`config.mk`:
```
export PLATFORM = sky130hd
export DESIGN_NAME = mmio_console_responder
export DESIGN_NICKNAME = d
export VERILOG_FILES = /design/src/rtl/mmio_console_responder.sv
export SDC_FILE = /design/constraint.sdc
export NUM_CORES = 1
export LEC_CHECK = 0
export BUFFER_PORTS_ARGS = -buffer_cell sky130_fd_sc_hd__buf_4
export CORE_MARGIN = 3
export CORE_UTILIZATION = 40
export CTS_CLUSTER_SIZE = 28
export DETAILED_ROUTE_END_ITERATION = 8
export PLACE_DENSITY = 0.65
export SLEW_MARGIN = 30
export SYNTH_ARGS = -nofsm -noshare
export SYNTH_HDL_FRONTEND = slang
export SYNTH_SLANG_ARGS = --single-unit
```
`constraint.sdc`:
```
create_clock -name clk_i -period 11.2 [get_ports clk_i]
set_input_delay 0.56 -clock clk_i [delete_from_list [all_inputs] [get_ports clk_i]]
set_output_delay 0.56 -clock clk_i [all_outputs]
set_load 0.05 [all_outputs]
```
`src/rtl/mmio_console_responder.sv`:
```
// mmio_console_responder
//   Data-bus responder (req/gnt/rvalid) for the core's data port. It provides a
//   console byte stream (PUTCHAR -> TX FIFO -> char_* stream) and a sticky exit
//   code (TOHOST), so programs can run on an FPGA without simulation monitors.
//
//   Register map, word index addr[3:2]:
//     0 PUTCHAR  W: push wdata[7:0] when be[0]   R: FIFO level
//     1 TOHOST   W: first full-word write latches the exit code   R: exit code
//     2 STATUS   R: {29'0, exit_valid, full, empty}
//     3 LOWAT    R/W low-water threshold (only with CONSOLE_LOWAT_IRQ_EN)
//
//   Ports:
//     clk_i, rst_i            clock, synchronous active-high reset
//     data_req_i .. wdata_i   core request (held until granted)
//     data_gnt_o              combinational grant
//     data_rvalid_o/rdata_o   registered response, one cycle after grant
//     char_valid/data/ready   TX FIFO head stream
//     exit_valid_o/code_o     sticky exit status
//     irq_o                   low-water / exit interrupt (0 unless the macro is set)
//
//   Optional feature macro: CONSOLE_LOWAT_IRQ_EN
module mmio_console_responder #(
  parameter logic [31:0] BASE_ADDR  = 32'h0001_0000,
  parameter int unsigned FIFO_DEPTH = 16
) (
  input  logic        clk_i,
  input  logic        rst_i,
  input  logic        data_req_i,
  input  logic [31:0] data_addr_i,
  input  logic        data_we_i,
  input  logic [3:0]  data_be_i,
  input  logic [31:0] data_wdata_i,
  output logic        data_gnt_o,
  output logic        data_rvalid_o,
  output logic [31:0] data_rdata_o,
  output logic        char_valid_o,
  output logic [7:0]  char_data_o,
  input  logic        char_ready_i,
  output logic        exit_valid_o,
  output logic [31:0] exit_code_o,
  output logic        irq_o
);
  localparam int unsigned LW = $clog2(FIFO_DEPTH) + 1;
  localparam int unsigned AW = LW - 1;

  typedef enum logic [1:0] {
    SEL_PUTCHAR = 2'd0,
    SEL_TOHOST  = 2'd1,
    SEL_STATUS  = 2'd2,
    SEL_LOWAT   = 2'd3
  } sel_e;

  logic [LW-1:0] wr_ptr_q, wr_ptr_d, rd_ptr_q, rd_ptr_d;
  logic          rvalid_q, rvalid_d;
  logic [31:0]   rdata_q, rdata_d;
  logic          exit_valid_q, exit_valid_d;
  logic [31:0]   exit_code_q, exit_code_d;
  logic [7:0]    mem_q [FIFO_DEPTH];

  logic          hit, wr_acc, push, pop, empty, full, gnt;
  logic [LW-1:0] level, lowat_rd;
  logic [31:0]   rd_val;
  sel_e          sel;

  // Byte-offset bits carry no meaning for word registers.
  logic unused_addr;
  assign unused_addr = ^data_addr_i[1:0];

  assign sel   = sel_e'(data_addr_i[3:2]);
  assign hit   = (data_addr_i[31:4] == BASE_ADDR[31:4]);
  assign level = wr_ptr_q - rd_ptr_q;
  assign empty = (wr_ptr_q == rd_ptr_q);
  assign full  = (level == LW'(FIFO_DEPTH));

  // A PUTCHAR write against a full FIFO is stalled; the core retries. Full is
  // the registered state, so a pop in the same cycle does not open a slot.
  assign gnt    = data_req_i & ~rst_i &
                  ~(hit & data_we_i & (sel == SEL_PUTCHAR) & data_be_i[0] & full);
  assign wr_acc = gnt & hit & data_we_i;
  assign push   = wr_acc & (sel == SEL_PUTCHAR) & data_be_i[0];
  assign pop    = ~empty & char_ready_i;

  always_comb begin
    rd_val = '0;
    case (sel)
      SEL_PUTCHAR: rd_val[LW-1:0] = level;
      SEL_TOHOST:  rd_val = exit_code_q;
      SEL_STATUS:  rd_val = {29'd0, exit_valid_q, full, empty};
      SEL_LOWAT:   rd_val[LW-1:0] = lowat_rd;
      default:     rd_val = '0;
    endcase
  end

  always_comb begin
    wr_ptr_d     = wr_ptr_q + LW'(push);
    rd_ptr_d     = rd_ptr_q + LW'(pop);
    rvalid_d     = gnt;
    rdata_d      = (gnt & hit & ~data_we_i) ? rd_val : '0;
    exit_valid_d = exit_valid_q;
    exit_code_d  = exit_code_q;
    if (wr_acc && sel == SEL_TOHOST && data_be_i == 4'hF && !exit_valid_q) begin
      exit_valid_d = 1'b1;
      exit_code_d  = data_wdata_i;
    end
  end

  always_ff @(posedge clk_i) begin
    if (rst_i) begin
      wr_ptr_q     <= '0;
      rd_ptr_q     <= '0;
      rvalid_q     <= 1'b0;
      rdata_q      <= '0;
      exit_valid_q <= 1'b0;
      exit_code_q  <= '0;
    end else begin
      wr_ptr_q     <= wr_ptr_d;
      rd_ptr_q     <= rd_ptr_d;
      rvalid_q     <= rvalid_d;
      rdata_q      <= rdata_d;
      exit_valid_q <= exit_valid_d;
      exit_code_q  <= exit_code_d;
    end
  end

  // Storage needs no reset: pointers define which entries are live.
  always_ff @(posedge clk_i) begin
    if (push) mem_q[wr_ptr_q[AW-1:0]] <= data_wdata_i[7:0];
  end

`ifdef CONSOLE_LOWAT_IRQ_EN
  logic [LW-1:0] lowat_q, lowat_d;
  logic          prev_nonempty_q, prev_nonempty_d;
  logic          irq_q, irq_d;

  // prev_nonempty arms the low-water interrupt once data has been queued;
  // software re-arms/acks by rewriting LOWAT.
  always_comb begin
    lowat_d         = lowat_q;
    prev_nonempty_d = prev_nonempty_q;
    irq_d           = exit_valid_q | (prev_nonempty_q & (level <= lowat_q));
    if (push) prev_nonempty_d = 1'b1;
    if (wr_acc && sel == SEL_LOWAT && data_be_i[0]) begin
      lowat_d         = data_wdata_i[LW-1:0];
      prev_nonempty_d = 1'b0;
    end
  end

  always_ff @(posedge clk_i) begin
    if (rst_i) begin
      lowat_q         <= '0;
      prev_nonempty_q <= 1'b0;
      irq_q           <= 1'b0;
    end else begin
      lowat_q         <= lowat_d;
      prev_nonempty_q <= prev_nonempty_d;
      irq_q           <= irq_d;
    end
  end

  assign lowat_rd = lowat_q;
  assign irq_o    = irq_q;
`else
  assign lowat_rd = '0;
  assign irq_o    = 1'b0;
`endif

  assign data_gnt_o    = gnt;
  assign data_rvalid_o = rvalid_q;
  assign data_rdata_o  = rdata_q;
  assign char_valid_o  = ~empty;
  assign char_data_o   = empty ? 8'h00 : mem_q[rd_ptr_q[AW-1:0]];
  assign exit_valid_o  = exit_valid_q;
  assign exit_code_o   = exit_code_q;
endmodule

```
* Word level (Yosys, flattened, before mapping) *
Memory sizes are Yosys's and may differ from the RTL's. A register that Yosys moved wholly into a read port is not among the register bits.
Cells that the tools add are included.

storage, ports and cells
  register bits after elaboration = 76
  memory bits (writable) = 128
  bits of input ports = 73
  output and inout port bits = 77
  logic and storage cells = 48
  memories kept = 1

memory list
  name   words  width  rd ports  clocked after memory_dff  write ports  line  source
  mem_q  16     8      1         1                         1            58    logic [7:0] mem_q [FIFO_DEPTH];

cells by class
  $add $sub $neg = 3
  eq/ne operators = 7
  multiplexer cells = 5
  bitwise gates (word level) = 18
  reductions and logical operators = 7

operator list
  operator              count
  $eq 28x13->1 const B  1
  $pmux 5 s4            1
  $and 1x1->1           12
  $add 5x1->5           2
  $mux 8                1
  $not 1->1             6
  $eq 5x5->1            1
  $eq 5x5->1 const B    1
  $sub 5x5->5           1
  $eq 2x2->1 const B    2
  $eq 4x4->1 const B    1
  $mux 4                1
  $logic_and 1x1->1     3
  $reduce_or 3->1       1
  $eq 2x1->1 const B    1
  $logic_not 2->1       1
  $mux 1                2
  $reduce_or 2->1       1
  $logic_not 1->1       1

* Logic depth before layout (Yosys ltp) *
  depth after elaboration = 13
  gate-level depth with buffers = 15
  mapped depth without buffers = 14

* Worst setup path after synthesis *
Ideal clock, no wire load.

  kind = reg-to-reg
  start = register rd_ptr_q[1]
  end = memory mem_q[10][0], enable pin
  library setup time = 0.398 ns
  arrival time = 3.142 ns
  required time = 10.802 ns
  slack = 7.661 ns
  cell stages (with the launch flop) = 10
  buffers on the path = 2
  clock period less this slack = 3.539 ns
  cells stage by stage = dfxtp_1 > clkbuf_1 > clkbuf_1 > inv_1 > fa_1 > a21o_1 > a21oi_1 > xnor2_1 > o31ai_2 > nor4b_1

on the way
  longest elaborated chain between the ends = 11

RTL lines
  item                          line  source
  from (decl)                   53    logic [LW-1:0] wr_ptr_q, wr_ptr_d, rd_ptr_q, rd_ptr_d;
  from (signal assigned)        117   rd_ptr_q <= rd_ptr_d;
  $sub 5x5->5                   71    assign level = wr_ptr_q - rd_ptr_q;
  $eq 5x5->1                    73    assign full = (level == LW'(FIFO_DEPTH));
  $and 1x1->1                   78    ~(hit & data_we_i & (sel == SEL_PUTCHAR) & data_be_i[0] & full);
  $not 1->1                     78
  $and 1x1->1                   77    assign gnt = data_req_i & ~rst_i &
  $and 1x1->1 (2 in a row)      79    assign wr_acc = gnt & hit & data_we_i;
  $and 1x1->1 (2 in a row)      80    assign push = wr_acc & (sel == SEL_PUTCHAR) & data_be_i[0];
  $mux 1                        127   if (push) mem_q[wr_ptr_q[AW-1:0]] <= data_wdata_i[7:0];
  $mux 1 (not written as such)  127
  to (decl)                     58

Every way passes these cells.

* Worst setup path after layout *
  start = register rd_ptr_q[0]
  end = output port data_gnt_o

on the way
  longest elaborated chain between the ends = 5

RTL lines
  item         line  source
  $sub 5x5->5  71
  $eq 5x5->1   73
  $and 1x1->1  78
  $not 1->1    78
  $and 1x1->1  77
  to (decl)    33    output logic data_gnt_o,

Every way passes these cells.

==> metrics.md <==
| Metric | Value |
|---|---|
| Final hold violation count | `0` |
| Largest net degree at the start of global routing | `45` |
| Xor and xnor fraction of the mapped netlist area | `0.0110` |
| Ys async rst share | `0` |
| Rows | `50` |
| # diodes | `0` |
| Number of synthesized register bits | `204` |
| Estimated wirelength of the detail-placed design | `11.8 mm` |
| Max_cap viols | `0` |
| Ys flop type | `edfxtp_1` |
| Critical Path RT | `10640 ps` |
| Layout cells sized above 1 | `0.387` |
| Post-DR wirelength/cell | `19.1 µm` |
| Root buf cell | `clkbuf_16` |
| DRT iter0 DRCs | `287` |
| Netlist cell types | `46` |
| Worst EP arrival | `3190 ps` |
| Syn Area/Cell | `16.4 µm²` |
| Global-route wire length before repair | `27.9 mm` |
| Pre-CTS setup slack | `7500 ps` |
| Outcome | `finished clean` |
| Global route total overflow | `0` |
| Maximum vdd drop | `0.0000886 V` |
| WHS | `302 ps` |
| Post-synthesis simple-gate area fraction | `0.109` |
| CORE AREA | `0.0191 mm²` |
| DRC viols | `0` |
| CTS Hold Bufs | `0` |
| Yosys Warn Count | `0` |
| Top post-synthesis cells by area | `edfxtp_1 (48%), dfxtp_1 (19%), mux4_2 (11%)` |
| IO buf count | `146` |
| Complex-gate fraction of the synthesized area | `0.0129` |
| Tot GR Track Use | `0.163` |
| Commonest cells post-synth | `edfxtp_1 (128), dfxtp_1 (76), nor2_1 (49)` |
| Main combinational cell family by area after synthesis | `multiplexers` |
| Clock sink count | `204` |
| Startpoint types | `register` |
| Seq/Total Area, Yosys | `0.674` |
| H-tree depth | `1` |
| Vias | `4636` |
| Nets | `723` |
| Fin crit share | `0.335` |
| CTS Buf Count | `22` |
| Final setup viols | `0` |
| Multiplexer share of the synthesized area | `0.155` |
| Adder-Cell Fraction of Synth Area | `0.0151` |
| Mapped Area | `0.00796 mm²` |
| Initial Util | `0.416` |
| Hold Path Class | `in2reg` |
| Die ar. | `0.0216 mm²` |
| Post-DRT Antenna Nets | `0` |
| Leak pwr | `3.61 nW` |
| Clk pin slew, worst setup/hold paths | `60 ps` |
| Syn Nets | `568` |
| Vias in the first global route | `5030` |
| Worst Setup End Kind | `output pin` |
| Synth area leader | `edfxtp_1` |
| CTS tree | `yes` |
| Via/cell ratio | `5.06` |
| RSZ-0062 raised after global routing | `no` |
| Worst rel slew slack | `0.444` |
| Syn Inst Count | `486` |
| Slew Limit Fails | `0` |
| 1st-pass router iterations | `4` |
| Setup TNS | `0 ps` |
| Post-synth EDFFs | `128` |
| Final setup margin | `7450 ps` |
| CTS max path bufs | `3` |
| Placer Congestion | `0.754` |
| CTS resizes | `0` |
| Share of the synthesized area in the top cell type | `0.483` |
| Min cycle time layout | `3750 ps` |
| Clock Skews | `8.02 ps` |
| Peak Freq | `266 MHz` |
| WL final | `17.5 mm` |
| Post-CTS Setup Bufs | `0` |
| P&R area growth vs syn | `26.4%` |
| Initial antenna violation count | `0` |
| Clock Latency Late Sink | `500 ps` |
| Worst slew pin tran | `833 ps` |
| Chip Height | `147 µm` |
| Boundary Pins | `150` |
| Most frequent cell after synthesis | `edfxtp_1` |
| Die width | `147 µm` |
| Critical setup path kind | `reg2out` |
| Max FO, Critical Path | `34` |
| Pwr dens | `150 mW/mm²` |
[cells by family (layout without fill, tap and decap cells)]
logic type	Yosys count	after routing
flops	204	204
simple gates	139	139
mux	73	73
buf+inv	35	206
compound gates	15	15
xor+xnor	10	10
fa+ha+maj	9	9
other cells	1	1
[state kept, by name, summed over array words and instances, names as in the netlist]
register / flops
exit_code_o: 32
mem_q: 128
rd_ptr_q: 5
exit_valid_o: 1
data_rvalid_o: 1
data_rdata_o: 32
wr_ptr_q: 5
[stage by stage]
stage               area, µm²  instances  power [mW]   util
floorplan                7960        486       0.822      -
global placement         9320        877       0.849  0.487
detailed placement       9380        877       0.851  0.490
CTS                     10100        917        1.53  0.525
global route            10100        917        1.56  0.526
finish                  10100        917        1.51  0.526
[layout by cell type, fill, tap and decap left out, types with 2 or more instances in the layout]
master	count
a21o_1	2
a21oi_1	6
a2bb2oi_1	2
a31oi_1	2
and2_1	27
buf_4	158
clkbuf_1	4
clkbuf_16	23
clkinv_1	3
clkinv_2	8
dfxtp_1	74
edfxtp_1	128
ha_1	8
inv_1	7
mux2i_1	33
mux4_2	40
nand2_1	5
nand3_1	6
nor2_1	48
nor2b_1	13
nor3_1	4
nor3_2	2
nor4_1	4
nor4_2	4
nor4_4	5
nor4b_1	5
nor4b_4	2
nor4bb_1	2
xnor2_1	6
xor2_1	4
[worst paths after layout]
kind	end	start	cells after the start	slack (ps)
max	data_gnt_o	rd_ptr_q[0]$_SDFF_PP0_	10	7450
min	exit_code_o[8]$_SDFFE_PP0P_	data_wdata_i[8]	3	300
max reg2reg	wr_ptr_q[4]$_SDFF_PP0_	rd_ptr_q[0]$_SDFF_PP0_	15	7570
min reg2reg	data_rdata_o[21]$_SDFF_PP0_	exit_code_o[21]$_SDFFE_PP0P_	1	490
[worst max-delay path, cell delays in order, from the launching register on]
cell     delay [ps]
dfxtp_2         310
buf_4           550
ha_1            270
inv_1            70
fa_1            400
a21o_1          190
a21oi_1         160
xnor2_1         250
nor3_1          130
a21oi_1         150
buf_4           210
[routing by layer]
layer  global-route usage  vias up  routed length, µm
met5                    0        -                  0
met4               0.0387        0                343
met3               0.0441       26               1280
met2                0.272      166               8610
met1                0.216     2299               7310
li1                     -     2145                  -
[layout make-up]
type,instances,area (µm²)
Fill cell,1629,9080
Multi-Input combinational cell,247,2470
Clock buffer,27,591
Inverter,8,30.0
Sequential cell,204,5370
Timing Repair Buffer,158,1190
Clock inverter,13,88.8
Tap cell,260,325
[power by group]
part	switching, mW	internal, mW	total (mW)
logic	0.0186	0.0182	0.0368
clock network	0.280	0.397	0.677
registers	0.0000514	0.797	0.797
total	0.299	1.21	1.51
(Power assumes the default switching activity.)
